--- src/rtl/vga_hvsync_gen.sv ---
// Free-running VGA raster timing generator (640x480@60 by default).
// Provides pixel/line counters, registered syncs, display enable and end-of-line/frame strobes.
module vga_hvsync_gen #(
    parameter int   H_DISPLAY   = 640,
    parameter int   H_FRONT     = 16,
    parameter int   H_SYNC      = 96,
    parameter int   H_BACK      = 48,
    parameter int   V_DISPLAY   = 480,
    parameter int   V_FRONT     = 10,
    parameter int   V_SYNC      = 2,
    parameter int   V_BACK      = 33,
    parameter logic SYNC_ACTIVE = 1'b0
) (
    input  logic       clk,
    input  logic       rst_n,
    output logic       hsync,
    output logic       vsync,
    output logic       display_on,
    output logic [9:0] hpos,
    output logic [9:0] vpos,
    output logic       line_end,
    output logic       frame_end
);

    localparam logic [9:0] H_LAST       = 10'(H_DISPLAY + H_FRONT + H_SYNC + H_BACK - 1);
    localparam logic [9:0] V_LAST       = 10'(V_DISPLAY + V_FRONT + V_SYNC + V_BACK - 1);
    localparam logic [9:0] H_VIS        = 10'(H_DISPLAY);
    localparam logic [9:0] V_VIS        = 10'(V_DISPLAY);
    localparam logic [9:0] H_SYNC_START = 10'(H_DISPLAY + H_FRONT);
    localparam logic [9:0] H_SYNC_END   = 10'(H_DISPLAY + H_FRONT + H_SYNC - 1);
    localparam logic [9:0] V_SYNC_START = 10'(V_DISPLAY + V_FRONT);
    localparam logic [9:0] V_SYNC_END   = 10'(V_DISPLAY + V_FRONT + V_SYNC - 1);

    logic [9:0] r_hpos;
    logic [9:0] r_vpos;
    logic       r_hsync;
    logic       r_vsync;
    logic [9:0] w_hpos_nxt;
    logic [9:0] w_vpos_nxt;
    logic       w_line_end;
    logic       w_frame_end;
    logic       w_hsync_nxt;
    logic       w_vsync_nxt;

    always_comb begin
        w_line_end  = (r_hpos == H_LAST);
        w_frame_end = w_line_end && (r_vpos == V_LAST);
        w_hpos_nxt  = w_line_end ? 10'd0 : r_hpos + 10'd1;
        w_vpos_nxt  = r_vpos;
        if (w_frame_end) begin
            w_vpos_nxt = 10'd0;
        end else if (w_line_end) begin
            w_vpos_nxt = r_vpos + 10'd1;
        end
        // Syncs decode the next counter values so the registered pulses line up with hpos/vpos.
        w_hsync_nxt = ((w_hpos_nxt >= H_SYNC_START) && (w_hpos_nxt <= H_SYNC_END)) ?
                      SYNC_ACTIVE : ~SYNC_ACTIVE;
        w_vsync_nxt = ((w_vpos_nxt >= V_SYNC_START) && (w_vpos_nxt <= V_SYNC_END)) ?
                      SYNC_ACTIVE : ~SYNC_ACTIVE;
    end

    always_ff @(posedge clk) begin
        if (!rst_n) begin
            r_hpos  <= 10'd0;
            r_vpos  <= 10'd0;
            r_hsync <= ~SYNC_ACTIVE;
            r_vsync <= ~SYNC_ACTIVE;
        end else begin
            r_hpos  <= w_hpos_nxt;
            r_vpos  <= w_vpos_nxt;
            r_hsync <= w_hsync_nxt;
            r_vsync <= w_vsync_nxt;
        end
    end

    assign hpos       = r_hpos;
    assign vpos       = r_vpos;
    assign hsync      = r_hsync;
    assign vsync      = r_vsync;
    assign line_end   = w_line_end;
    assign frame_end  = w_frame_end;
    assign display_on = (r_hpos < H_VIS) && (r_vpos < V_VIS);

endmodule

--- config.mk ---
export PLATFORM = sky130hd
export DESIGN_NAME = vga_hvsync_gen
export DESIGN_NICKNAME = d
export VERILOG_FILES = /design/src/rtl/vga_hvsync_gen.sv
export SDC_FILE = /design/constraint.sdc
export NUM_CORES = 1
export LEC_CHECK = 0
export ABC_AREA = 1
export BUFFER_PORTS_ARGS = -buffer_cell sky130_fd_sc_hd__buf_4
export CAP_MARGIN = 20
export CORE_MARGIN = 2
export CORE_UTILIZATION = 35
export DETAILED_ROUTE_END_ITERATION = 6
export GPL_TIMING_DRIVEN = 0
export SETUP_SLACK_MARGIN = 0.1
export SLEW_MARGIN = 20
export SYNTH_ARGS = -nofsm -noshare
export SYNTH_HDL_FRONTEND = slang
export SYNTH_SLANG_ARGS = --single-unit
--- constraint.sdc ---
create_clock -name clk -period 2.33 [get_ports clk]
set_input_delay 0.1165 -clock clk [delete_from_list [all_inputs] [get_ports clk]]
set_output_delay 0.1165 -clock clk [all_outputs]
set_load 0.05 [all_outputs]
; ---- After elaboration in Yosys (flattened, before gate mapping)
; Cells that the tools add are included.
[op_classes]
eq_ne = 2
mux = 5
order_cmp = 6
add_sub_neg = 2
reduce_logical = 4
[op_table]
columns = op, count
row1 = $mux 10, 3
row2 = $add 10x1->10 const B, 2
row3 = $eq 10x10->1 const B, 2
row4 = $ge 10x10->1 const B, 1
row5 = $ge 10x9->1 const B, 1
row6 = $le 10x10->1 const B, 1
row7 = $le 10x9->1 const B, 1
row8 = $lt 10x10->1 const B, 1
row9 = $lt 10x9->1 const B, 1
row10 = $logic_and 1x1->1, 4
row11 = $mux 1, 2
[word_totals]
output_inout_bits = 25
wordCells = 23
regBits = 22
input_bits = 2

; ---- Logic depth before layout (Yosys ltp)
[logic_depth]
depth_word = 6
depth_mapped = 11
ltp_nobuf = 11

; ---- Worst setup path before layout
; OpenSTA, ideal clock, no wires.
[synth_path]
path_type = reg2out
startpoint = register r_hpos[9] (netlist: hpos[9])
endpoint = output display_on
required_ps = 2214
t_arrival_ps = 3261
slack_ps = -1048
path_buffers = 0
stages_incl_launch_ff = 4
path_cell_list = dfxtp_1 -> nand2_2 -> clkinv_4 -> a2111oi_0
[synth_via]
elab_chain_cells = 2
[synth_rtl]
columns = element, line_no
row1 = "start, declared", 34  ; logic [9:0] r_hpos;
row2 = "start signal, assigned", 69  ; r_hpos <= w_hpos_nxt;
row3 = $lt 10x10->1, 82  ; assign display_on = (r_hpos < H_VIS) && (r_vpos < V_VIS);
row4 = $logic_and 1x1->1, 82
row5 = "end, declared", 18  ; output logic display_on,
; No other way between the ends.

; ---- Worst setup path after layout
[layout_path]
startpoint = register r_hpos[0] (netlist: hpos[0])
endpoint = output frame_end
[layout_via]
elab_chain_cells = 2
[layout_rtl]
columns = element, line_no
row1 = $eq 10x10->1, 46  ; w_line_end = (r_hpos == H_LAST);
row2 = $logic_and 1x1->1, 47  ; w_frame_end = w_line_end && (r_vpos == V_LAST);
row3 = "end, declared", 22  ; output logic frame_end
; No other way between the ends.

==> impl_results.md <==
- Gr ovfl total: 0
- Utilization after layout: 45.1%
- Max-slew violations: 0
- Core Box Area: 3660 um^2
- # rows: 22
- CP Cell Sequence: ha_1 -> nand2_2 -> inv_2 -> nand2_4 -> nor2_8 -> nand2_1 -> inv_1 -> buf_4
- Placed cell areas: 1600 um^2
- Hold Path Class: in -> reg
- Worst path bufs/invs: 3
- DP Wirelength: 2470 um
- IO Pins: 27
- Initial antenna violation count: 0
- Largest net degree at the start of global routing: 13
- Leak: 0.754 nW
- Tot GR Track Use: 15.9%
- Clk Tree Root Cell: clkbuf_8
- Fin crit share: 78.7%
- RD Place Congestion: 0.810
- Worst hold slack: 0.124 ns
- Setup TNS: 0 ns
- Commonest non-fill, non-tap cell in the layout: nand2_1
- RSZ-0062 raised after global routing: no
- Crit path kind: reg -> out
- Post-CTS Hold Buffers: 0
- CP startpoint kind: flop
- Layout cells sized above 1: 23.0%
- Syn avg cell area: 6.68 um^2
- Area of the multi-input gates: 767 um^2
- Hold_sp: rst_n
- Worst-margin pin slew: 0.483 ns
- Worst Path Max Fanout: 9
- 1st-pass router iterations: 5
- Area grow syn2layout: 23.7%
- CP max stage delay: 0.44 ns
- Setup violations, final: 0
- Resized cells post-CTS: 0
- Area of the die: 4320 um^2
- Antenna Cells: 0
- Crit-path slowest cell: dfxtp_1
- Levels on crit path: 8
- Reg2Reg Depth: 10
- Cell family with most CP delay: flip-flops
- Max Root-Sink Buffers: 2
- Clock latency on the worst-skew pair: 0.26 ns
- FF-to-FF Start: hpos[0]
- Postcts setup bufs: 0
- Commonest non-fill, non-tap cells in the layout: nand2_1 (46), nor2_1 (38), inv_1 (29)
- Antenna-violating nets left: 0
- Max-slew headroom: 67.8%
- Placed instance count: 274
- Horiz. Die Dim: 65.8 um
- H-tree depth: 1
- First-pass GRT wire length: 5310 um
- Peak supply drop: 0.191 mV
- Crit path DAT: 1.72 ns
- Clk slew on worst S/H paths: 0.08 ns
- Drc violations: 0
- CTS Sinks: 22
- Starting DRT DRC Count: 48
- Crit. End Element: output pin
- Final Hold Fails: 0
- Critical path startpoint: hpos[0]
- Drt total wl: 3070 um
- Storage cell area: 440 um^2
- Clock buffer count from CTS: 3
- Area leader, netlist: dfxtp_1
- Die Span Y: 65.8 um
- Max_cap viols: 0
- Via-to-Cell Ratio: 4.57
- PortBufs: 26
- Finished Cell Area: 1650 um^2
- Status: finished, final reports clean
- Post-Syn Nets: 206
- WP data required: 2.21 ns
- Number of global-route vias before repair: 1219
- Post-Layout Cell Count: 278
- TritonCTS clock tree: built
- Vias: 1270
- Flop and latch count out of synthesis: 22
- Syn Std Cell Area: 1340 um^2
- Crit path time final: 1.83 ns
- Top cell type's share of synthesized area: 33.0%
- Final net count: 237
- Drt wl/cell: 11.0 um
- Synth top area cells: dfxtp_1 (33%), nand2_1 (13%), nor2_1 (11%)
- Yosys warns: 0
- Worst Skew: 0.00189 ns
- Power per cell area: 420 nW/um^2
- Number of fill cells: 387
- Part of the Yosys area used for sequential elements: 33.0%
- Cell variety after synth: 26
- FMAX: 546 MHz
- Hold Crit Depth: 3
- Initial core utilization: 36.5%
- Post-Syn Instances: 200
[area by class of cell]
class	count	area share, %
tap	48	3.64
clock buffer	4	3.33
inverter	33	7.88
multi-input combinational	144	46.4
sequential	22	26.7
buffer	1	0.227
timing repair buffer	26	11.8
[registers in the layout, summed over array words and instances (netlist names)]
register  count
hpos         10
vpos         10
hsync         1
vsync         1
[per-layer routing]
layer  part of all wire, %  GRT usage, %  vias to the layer above
li1                      -             -                      685
met3                   2.7          1.88                        2
met2                    46          24.6                       17
met5                     0             0                        -
met1                    50          22.5                      566
met4                   1.1          5.99                        0
[path summary, 6_finish.rpt]
kind          endpoint  slack [ns]
max          frame_end        0.50
min reg2reg    hpos[0]        0.51
min            hpos[3]        0.12
max reg2reg      vsync        0.65
[report_power, final]
| group | internal (mW) | leakage (nW) | switching [mW] |
|---|---|---|---|
| registers | 0.380 | 0.178 | 0.00549 |
| clock network | 0.150 | 0.0288 | 0.120 |
| logic | 0.0106 | 0.547 | 0.0273 |
| total | 0.541 | 0.754 | 0.153 |
[metrics by stage]
stage               setup slack (ns)  power, mW
CTS                            0.475      0.707
global placement               0.691      0.433
finish                         0.497      0.694
detailed placement             0.655      0.433
global route                   0.360      0.732
floorplan                      0.287      0.420
[worst register-to-register path, cell delays in order, from the launching register on]
cell and delay, ns:
dfxtp_1 0.44, ha_1 0.22, nand2_2 0.10, nor2_1 0.14, nand3_1 0.20, nand2_1 0.10
nand2_1 0.05, inv_1 0.08, nand3_1 0.07, nor2_1 0.10, nand3_1 0.07
[logic make-up (layout without fill, tap and decap cells)]
family,after synthesis,after routing,share of synthesized area [%]
and+or+nand+nor,127,127,47.5
buffers and inverters,34,64,10.0
DFF,22,22,33.0
AOI/OAI and AO/OA,12,12,5.06
adders and majority gates,4,4,3.75
xor gates and xnor gates,1,1,0.656
[synthesized netlist by cell type, drive strengths merged]
cell type / count
nand2: 52
nor2: 44
inv: 31
dfxtp: 22
nand3: 18
nand4: 8
o21ai: 6
a21oi: 5
ha: 4
nor3: 4
clkinv: 2
a2111oi: 1
clkbuf: 1
nand3b: 1
xor2: 1
Note: power is estimated with default switching activity, not from simulation.
